==> src/rtl/ahb_apb_pkg.sv <==
// rtl/ahb_apb_pkg.sv - AHB-to-APB bridge encodings, address map and error-FSM state type
package ahb_apb_pkg;

  typedef enum logic [1:0] {
    HTRANS_IDLE   = 2'b00,
    HTRANS_BUSY   = 2'b01,
    HTRANS_NONSEQ = 2'b10,
    HTRANS_SEQ    = 2'b11
  } htrans_e;

  localparam logic [1:0] HRESP_OKAY  = 2'b00;
  localparam logic [1:0] HRESP_ERROR = 2'b01;

  localparam logic [31:0] REG0_BASE  = 32'h8000_0000;
  localparam logic [31:0] REG0_LIMIT = 32'h83FF_FFFF;
  localparam logic [31:0] REG1_BASE  = 32'h8400_0000;
  localparam logic [31:0] REG1_LIMIT = 32'h87FF_FFFF;
  localparam logic [31:0] REG2_BASE  = 32'h8800_0000;
  localparam logic [31:0] REG2_LIMIT = 32'h8BFF_FFFF;

  localparam logic [2:0] SELX_NONE = 3'b000;
  localparam logic [2:0] SELX_0    = 3'b001;
  localparam logic [2:0] SELX_1    = 3'b010;
  localparam logic [2:0] SELX_2    = 3'b100;

  typedef enum logic [1:0] {
    ERR_IDLE = 2'b00,
    ERR_1    = 2'b01,
    ERR_2    = 2'b10
  } err_state_e;

  function automatic logic is_active(input logic [1:0] trans);
    return (trans == HTRANS_NONSEQ) || (trans == HTRANS_SEQ);
  endfunction

endpackage

==> src/rtl/ahb_slave_if_if.sv <==
// rtl/ahb_slave_if_if.sv - AHB slave-side bus bundle with master/slave modports
interface ahb_slave_if_if;

  logic        Hwrite;
  logic        Hreadyin;
  logic [1:0]  Htrans;
  logic [31:0] Haddr;
  logic [31:0] Hwdata;
  logic [31:0] Prdata;
  logic        valid;
  logic [31:0] Haddr1;
  logic [31:0] Haddr2;
  logic [31:0] Hwdata1;
  logic [31:0] Hwdata2;
  logic        Hwrite_reg;
  logic [2:0]  temp_selx;
  logic [31:0] Hrdata;
  logic [1:0]  Hresp;
  logic        Hready_err;

  modport slave (
    input  Hwrite, Hreadyin, Htrans, Haddr, Hwdata, Prdata,
    output valid, Haddr1, Haddr2, Hwdata1, Hwdata2, Hwrite_reg,
    output temp_selx, Hrdata, Hresp, Hready_err
  );

  modport master (
    output Hwrite, Hreadyin, Htrans, Haddr, Hwdata, Prdata,
    input  valid, Haddr1, Haddr2, Hwdata1, Hwdata2, Hwrite_reg,
    input  temp_selx, Hrdata, Hresp, Hready_err
  );

endinterface

==> src/rtl/ahb_addr_decode.sv <==
// rtl/ahb_addr_decode.sv - combinational address to one-hot peripheral select plus mapped flag
module ahb_addr_decode
  import ahb_apb_pkg::*;
(
  input  logic [31:0] i_addr,
  output logic [2:0]  o_selx,
  output logic        o_mapped
);

  always_comb begin
    o_selx = SELX_NONE;
    if (i_addr >= REG0_BASE && i_addr <= REG0_LIMIT) begin
      o_selx = SELX_0;
    end else if (i_addr >= REG1_BASE && i_addr <= REG1_LIMIT) begin
      o_selx = SELX_1;
    end else if (i_addr >= REG2_BASE && i_addr <= REG2_LIMIT) begin
      o_selx = SELX_2;
    end
  end

  assign o_mapped = (o_selx != SELX_NONE);

endmodule

==> src/rtl/ahb_slave_if.sv <==
// rtl/ahb_slave_if.sv - AHB slave front end: address/data pipeline, select decode, optional error response
// Define AHB_ERR_RESP_EN to build the two-cycle ERROR response for unmapped transfers.
module ahb_slave_if
  import ahb_apb_pkg::*;
(
  input  logic           Hclk,
  input  logic           Hreset,
  ahb_slave_if_if.slave  bus
);

  logic [31:0] r_haddr1;
  logic [31:0] r_haddr2;
  logic [31:0] r_hwdata1;
  logic [31:0] r_hwdata2;
  logic        r_hwrite;

  logic [2:0]  w_sel_now;
  logic        w_mapped_now;
  logic [2:0]  w_sel1;
  logic        w_mapped1;
  logic        w_active;
  logic [1:0]  w_hresp;
  logic        w_hready_err;

  ahb_addr_decode u_dec_now (
    .i_addr   (bus.Haddr),
    .o_selx   (w_sel_now),
    .o_mapped (w_mapped_now)
  );

  ahb_addr_decode u_dec_stage1 (
    .i_addr   (r_haddr1),
    .o_selx   (w_sel1),
    .o_mapped (w_mapped1)
  );

  assign w_active = bus.Hreadyin & is_active(bus.Htrans);

  always_ff @(posedge Hclk or posedge Hreset) begin
    if (Hreset) begin
      r_haddr1  <= '0;
      r_haddr2  <= '0;
      r_hwdata1 <= '0;
      r_hwdata2 <= '0;
      r_hwrite  <= 1'b0;
    end else if (bus.Hreadyin) begin
      r_haddr1  <= bus.Haddr;
      r_haddr2  <= r_haddr1;
      r_hwdata1 <= bus.Hwdata;
      r_hwdata2 <= r_hwdata1;
      r_hwrite  <= bus.Hwrite;
    end
  end

`ifdef AHB_ERR_RESP_EN
  err_state_e r_err_state;
  err_state_e w_err_next;
  logic       w_err_req;

  assign w_err_req = w_active & ~w_mapped_now;

  always_ff @(posedge Hclk or posedge Hreset) begin
    if (Hreset) begin
      r_err_state <= ERR_IDLE;
    end else begin
      r_err_state <= w_err_next;
    end
  end

  // ERR_1 is the stalling cycle and always completes into ERR_2.
  always_comb begin
    w_err_next = r_err_state;
    case (r_err_state)
      ERR_IDLE: if (w_err_req) w_err_next = ERR_1;
      ERR_1:    w_err_next = ERR_2;
      ERR_2:    w_err_next = w_err_req ? ERR_1 : ERR_IDLE;
      default:  w_err_next = ERR_IDLE;
    endcase
  end

  always_comb begin
    w_hresp      = HRESP_OKAY;
    w_hready_err = 1'b1;
    case (r_err_state)
      ERR_1: begin
        w_hresp      = HRESP_ERROR;
        w_hready_err = 1'b0;
      end
      ERR_2: begin
        w_hresp      = HRESP_ERROR;
        w_hready_err = 1'b1;
      end
      default: begin
        w_hresp      = HRESP_OKAY;
        w_hready_err = 1'b1;
      end
    endcase
  end
`else
  assign w_hresp      = HRESP_OKAY;
  assign w_hready_err = 1'b1;
`endif

  // The select term guards against a decoder whose flag and code disagree.
  assign bus.valid      = w_active & w_mapped_now & (w_sel_now != SELX_NONE);
  assign bus.temp_selx  = w_mapped1 ? w_sel1 : SELX_NONE;
  assign bus.Haddr1     = r_haddr1;
  assign bus.Haddr2     = r_haddr2;
  assign bus.Hwdata1    = r_hwdata1;
  assign bus.Hwdata2    = r_hwdata2;
  assign bus.Hwrite_reg = r_hwrite;
  assign bus.Hrdata     = bus.Prdata;
  assign bus.Hresp      = w_hresp;
  assign bus.Hready_err = w_hready_err;

endmodule

==> src/flat_wrapper.sv <==
// flat-port wrapper written by rule: the top's interface ports become plain ports
module ahb_slave_if_flat import ahb_apb_pkg::*;
  (Hclk, Hreset, bus_Hwrite, bus_Hreadyin, bus_Htrans, bus_Haddr, bus_Hwdata, bus_Prdata, bus_valid, bus_Haddr1, bus_Haddr2, bus_Hwdata1, bus_Hwdata2, bus_Hwrite_reg, bus_temp_selx, bus_Hrdata, bus_Hresp, bus_Hready_err);
  ahb_slave_if_if bus_i ();
  input  logic Hclk;
  input  logic Hreset;
  input wire logic [$bits(bus_i.Hwrite)-1:0] bus_Hwrite;
  input wire logic [$bits(bus_i.Hreadyin)-1:0] bus_Hreadyin;
  input wire logic [$bits(bus_i.Htrans)-1:0] bus_Htrans;
  input wire logic [$bits(bus_i.Haddr)-1:0] bus_Haddr;
  input wire logic [$bits(bus_i.Hwdata)-1:0] bus_Hwdata;
  input wire logic [$bits(bus_i.Prdata)-1:0] bus_Prdata;
  output wire logic [$bits(bus_i.valid)-1:0] bus_valid;
  output wire logic [$bits(bus_i.Haddr1)-1:0] bus_Haddr1;
  output wire logic [$bits(bus_i.Haddr2)-1:0] bus_Haddr2;
  output wire logic [$bits(bus_i.Hwdata1)-1:0] bus_Hwdata1;
  output wire logic [$bits(bus_i.Hwdata2)-1:0] bus_Hwdata2;
  output wire logic [$bits(bus_i.Hwrite_reg)-1:0] bus_Hwrite_reg;
  output wire logic [$bits(bus_i.temp_selx)-1:0] bus_temp_selx;
  output wire logic [$bits(bus_i.Hrdata)-1:0] bus_Hrdata;
  output wire logic [$bits(bus_i.Hresp)-1:0] bus_Hresp;
  output wire logic [$bits(bus_i.Hready_err)-1:0] bus_Hready_err;
  assign bus_i.Hwrite = bus_Hwrite;
  assign bus_i.Hreadyin = bus_Hreadyin;
  assign bus_i.Htrans = bus_Htrans;
  assign bus_i.Haddr = bus_Haddr;
  assign bus_i.Hwdata = bus_Hwdata;
  assign bus_i.Prdata = bus_Prdata;
  assign bus_valid = bus_i.valid;
  assign bus_Haddr1 = bus_i.Haddr1;
  assign bus_Haddr2 = bus_i.Haddr2;
  assign bus_Hwdata1 = bus_i.Hwdata1;
  assign bus_Hwdata2 = bus_i.Hwdata2;
  assign bus_Hwrite_reg = bus_i.Hwrite_reg;
  assign bus_temp_selx = bus_i.temp_selx;
  assign bus_Hrdata = bus_i.Hrdata;
  assign bus_Hresp = bus_i.Hresp;
  assign bus_Hready_err = bus_i.Hready_err;
  ahb_slave_if u_core (.Hclk(Hclk), .Hreset(Hreset), .bus(bus_i));
endmodule
==> config.mk <==
export PLATFORM = sky130hd
export DESIGN_NAME = ahb_slave_if_flat
export DESIGN_NICKNAME = d
export VERILOG_FILES = /design/src/rtl/ahb_apb_pkg.sv /design/src/rtl/ahb_slave_if_if.sv /design/src/rtl/ahb_addr_decode.sv /design/src/rtl/ahb_slave_if.sv /design/src/flat_wrapper.sv
export SDC_FILE = /design/constraint.sdc
export NUM_CORES = 1
export LEC_CHECK = 0
export ABC_AREA = 1
export CELL_PAD_IN_SITES_DETAIL_PLACEMENT = 1
export CELL_PAD_IN_SITES_GLOBAL_PLACEMENT = 1
export CORE_UTILIZATION = 29
export DETAILED_ROUTE_END_ITERATION = 8
export PLACE_DENSITY_LB_ADDON = 0.1
export SLEW_MARGIN = 20
export SYNTH_ARGS = -nofsm -noshare
export SYNTH_HDL_FRONTEND = slang
export SYNTH_HIERARCHICAL = 1
export SYNTH_SLANG_ARGS = --single-unit
==> constraint.sdc <==
create_clock -name Hclk -period 5.3 [get_ports Hclk]
set_clock_uncertainty 0.1 [all_clocks]
set_input_delay 1.06 -clock Hclk [delete_from_list [all_inputs] [get_ports Hclk]]
set_output_delay 1.06 -clock Hclk [all_outputs]
set_load 0.01 [all_outputs]
# Word level (Yosys, flattened, before mapping)

Cells that the tools add are included.

Flip-flop bits (word level): 129
Logic and storage cells: 38

Order comparisons: 12
Equal/unequal tests: 2
Mux-type cells: 7
Bitwise logic cells: 3
Reduce and logical (&&, ||, !) cells: 9

Operators with widths:

| operator                                    | count |
|---|---|
| >= comparator 32 bit, second input constant | 6 |
| <= comparator 32 bit, second input constant | 6 |
| 2-to-1 mux 3 bit                            | 7 |
| logical AND 1 bit                           | 6 |
| nonzero test 3 bit                          | 2 |
| == test 2 bit, second input constant        | 2 |
| AND 1 bit                                   | 3 |
| logical OR 1 bit                            | 1 |

# Logic depth before layout (Yosys ltp)

Depth after elaboration: 8
Gate-level depth with buffers: 7
Gate-level depth less buffers: 7

# Cells and area by module

Netlist, hierarchy kept.

Modules (own cells, without submodules):

| module          | times used | cells an instance | area each (um^2) | sequential area each (um^2) |
|---|---|---|---|---|
| ahb_slave_if    | 1          | 529               | 5,146.2          | 3,228.1 |
| ahb_addr_decode | 2          | 21                | 92.6             | 0.0 |

# Worst setup path before layout

No wires, ideal clock.

Path type: input to output
Start point: in bus_Hreadyin
End point: out bus_valid
Data arrival time: 1,630 ps
Path slack: 2,510 ps
Stages: 5
Path buffers: 3
Cells stage by stage: buf_6 > buf_8 > buf_6 > nand3_1 > a21oi_2

Longest elaborated chain between the ends: 3

Ends and longest elaborated chain:

| what                   | RTL line            | text |
|---|---|---|
| from (decl)            | flat_wrapper.sv:8   | `input wire logic [$bits(bus_i.Hreadyin)-1:0] bus_Hreadyin;` |
| AND 1 bit              | ahb_slave_if.sv:37  | `assign w_active = bus.Hreadyin & is_active(bus.Htrans);` |
| AND 1 bit (2 in a row) | ahb_slave_if.sv:105 | `assign bus.valid = w_active & w_mapped_now & (w_sel_now != SELX_NONE);` |
| to (decl)              | flat_wrapper.sv:13  | `output wire logic [$bits(bus_i.valid)-1:0] bus_valid;` |

No other way between the ends.

# Worst setup path after layout

Start point: in bus_Haddr[29]
End point: out bus_valid

Longest elaborated chain between the ends: 8

Ends and longest elaborated chain:

| what                                                         | RTL line              | text |
|---|---|---|
| from (decl)                                                  | flat_wrapper.sv:10    | `input wire logic [$bits(bus_i.Haddr)-1:0] bus_Haddr;` |
| >= comparator 32 bit or <= comparator 32 bit (tied branches) | ahb_addr_decode.sv:16 | `end else if (i_addr >= REG2_BASE && i_addr <= REG2_LIMIT) begin` |
| logical AND 1 bit                                            | ahb_addr_decode.sv:16 |  |
| 2-to-1 mux 3 bit                                             | ahb_addr_decode.sv:16 |  |
| 2-to-1 mux 3 bit                                             | ahb_addr_decode.sv:14 | `end else if (i_addr >= REG1_BASE && i_addr <= REG1_LIMIT) begin` |
| 2-to-1 mux 3 bit *                                           | ahb_addr_decode.sv:12 | `if (i_addr >= REG0_BASE && i_addr <= REG0_LIMIT) begin` |
| nonzero test 3 bit *                                         | ahb_addr_decode.sv:21 | `assign o_mapped = (o_selx != SELX_NONE);` |
| via u_core.w_mapped_now                                      | ahb_slave_if.sv:18    | `logic w_mapped_now;` |
| AND 1 bit                                                    | ahb_slave_if.sv:105   |  |
| AND 1 bit *                                                  | ahb_slave_if.sv:105   |  |

Mark *: on every way through the listed nets, which the timed path passes. The rest lies on a longest branch.

==> results.cfg <==
[run_status]
status = complete, no violations

[floorplanning]
die_area_mm2 = 0.0189
fp-row-count = 49
start_util_pct = 29.7
die_w_um = 138
boundaryPins = 270
fp.dieH_um = 138
fp.coreArea_mm2 = 0.0180

[drt]
vias = 4250
wl_um = 13800
wl_per_cell_um = 14.2
route.detailed.drc = 0
ant_nets = 0
first_pass_iters = 4
drt_iter0_markers = 187
vias_per_cell = 4.37

[setup_path]
cp.arrival_ps = 2700
rr_startpoint = u_core/bus.Haddr1[31]$_DFFE_PP0P_
startpoint_type = input pin
path_cells = clkdlybuf4s50_1 > inv_1 > nand2_1 > nor2_2 > o211ai_1 > inv_1 > nand3_1 > a21oi_2 > clkdlybuf4s50_1
cp_slowest_cell = clkdlybuf4s50_1
r2r_end = u_core/bus.Haddr1[31]$_DFFE_PP0P_
path_delay_family = buffers and inverters
path_buf_inv = 4
rr_worst_depth = 2
r2r_setup_slack_ps = 4430
max_stage_delay_ps = 540
cp.required_ps = 4140
crit_start = bus_Haddr[29]
end_kind = primary output
crit_fanout = 3
criticalPathCategory = input pin to primary output

[yosys]
synth_compound_area_share_pct = 12.6
muxShareOfSynthArea_pct = 0
yosysTopAreaCellShare_pct = 60.5
yosys.area_share.simple_pct = 11.5
synth_seq_cells = 129
synth_top_family_by_area = buffers and inverters
synth.largest_area_cell = dfrtp_1
synth_area_per_cell_um2 = 9.34
synth.distinct_cells = 17
ys_top_cells_by_area = dfrtp_1 (61%), buf_4 (6.1%), inv_1 (6.1%), a21oi_1 (6.0%), nand2_1 (5.4%)
ys_warn_count = 6
synth_seq_area_share_pct = 60.5
syn_area_mm2 = 0.00533
synthCells = 571
yosys.area_share.xor_xnor_pct = 0
synthAdderAreaFrac_pct = 0

[layout]
diodes = 0
fin_nets = 833
drive_gt1_share_pct = 5.91
utilization_pct = 43.4
area_growth_pct = 46.4
fill_cells = 2049

[timing]
rsz0062_at_grt = no
final-hold-violation-count = 0
relSlewSlack_pct = 39.9
slew_violations = 0
fmax_ghz = 0.259
worstMarginPinSlew_ps = 902
finalCritPeriodShare_pct = 72.8
fin_setup_tns_ps = 0
finalSetupViolCount = 0
min_period_ps = 3860

[clock_tree]
htree_levels = 4
clkTransAtPathRegs_ps = 50
post-cts-setup-buffer-count = 0
cts_sinks = 129
root_buffer = clkbuf_16
numCtsBuffers = 17
clk-insertion-delay-late_ps = 410
ctsHoldBuffers = 0
cts_resized = 0
cts_max_path_buffers = 2
cts_tree = built

[grt]
grt_pass1_wl_um = 22300
grt_pass1_vias = 4381
grt_usage_pct = 15.4
antenna_found_initial = 0
grt_max_degree = 102
grt_overflow_total = 0

[power]
ir_worst_vdd_mv = 0.216
total_power_mw = 2.85
power_leakage_nw = 3.54
p_per_area_mw_per_mm2 = 365

[min_path]
hold_path_end = u_core/bus.Haddr2[29]$_DFFE_PP0P_
hold_depth = 2
hp-class = register to register
hp-start = u_core/bus.Haddr2[29]$_DFFE_PP0P_

[placed_design]
hpwl_um = 9690
place_congestion = 0.696
port_buffers = 201

[flow_run]
max-cap-violations = 0
==> Yosys cell counts (all sizes together) <==
| master | number |
|---|---|
| dfrtp | 129 |
| inv | 86 |
| nor2 | 77 |
| nand2 | 76 |
| a21oi | 65 |
| o21ai | 65 |
| buf | 60 |
| nand3 | 5 |
| clkbuf | 4 |
| conb | 2 |
| o211ai | 2 |
==> area by class of cell <==
class                           instances  area (um^2)  share of cell area (%)
Multi-Input combinational cell        293         1290                    16.6
Sequential cell                       129         3230                    41.4
Clock inverter                         12          155                    1.99
Tap cell                              229          287                    3.67
Timing Repair Buffer                  204         2050                    26.2
Inverter                               86          325                    4.17
Clock buffer                           20          467                    5.98
==> worst max-delay path by stage <==
stage | endpoint | slack (ps) | cells past startpoint
global route | bus_valid | 1350 | 9
finish | bus_valid | 1440 | 9
global placement | bus_valid | 1480 | 9
detailed placement | bus_valid | 1440 | 9
CTS | bus_valid | 1430 | 9
floorplan | u_core/bus.Haddr1[0]$_DFFE_PP0P_ | 700 | 1
==> power breakdown <==
part,switching (mW),internal (mW)
sequential,0.0579,1.09
clock,0.436,0.779
combinational,0.228,0.262
total,0.722,2.13
==> layout by cell type (no fill, tap or decap), types with 3 or more instances in the layout <==
cell and instances:
o21ai_0 54, bufinv_16 3, clkbuf_8 3, clkdlybuf4s50_1 200, inv_1 85, clkbuf_16 17, conb_1 3, dfrtp_1 129
o21ai_1 11, clkinv_2 3, nor2_1 71, nand3_1 5, nor2_2 6, nand2_1 76, a21oi_1 64
==> worst register-to-register path: stages (launching register included) <==
cell and delay [ps]:
dfrtp_1 440, inv_1 110, o21ai_0 70
==> cell families after synthesis <==
group	Yosys count
buf+inv	150
flops	129
compound gates	132
other cells	2
simple gates	158
==> stage by stage <==
| stage | instances | setup slack, ps | instance area (um^2) | hold slack (ps) |
|---|---|---|---|---|
| after global placement | 941 | 1480 | 7180 | 404 |
| after CTS | 973 | 1430 | 7800 | 428 |
| after detailed placement | 941 | 1440 | 7180 | 415 |
| after global routing | 973 | 1350 | 7800 | 438 |
| after floorplan | 572 | 699 | 5340 | 449 |
| final | 973 | 1440 | 7800 | 421 |
==> per-layer routing <==
layer | share of wire [%] | global-route usage [%] | wire length (um) | up-vias
li1 | - | - | - | 2046
met1 | 42 | 18.5 | 5850 | 2038
met2 | 47 | 24.3 | 6440 | 148
met3 | 9.9 | 6.95 | 1360 | 18
met4 | 1.2 | 5.13 | 171 | 0
met5 | 0 | 0 | 0 | -
Power figures use the tool's default switching activity.
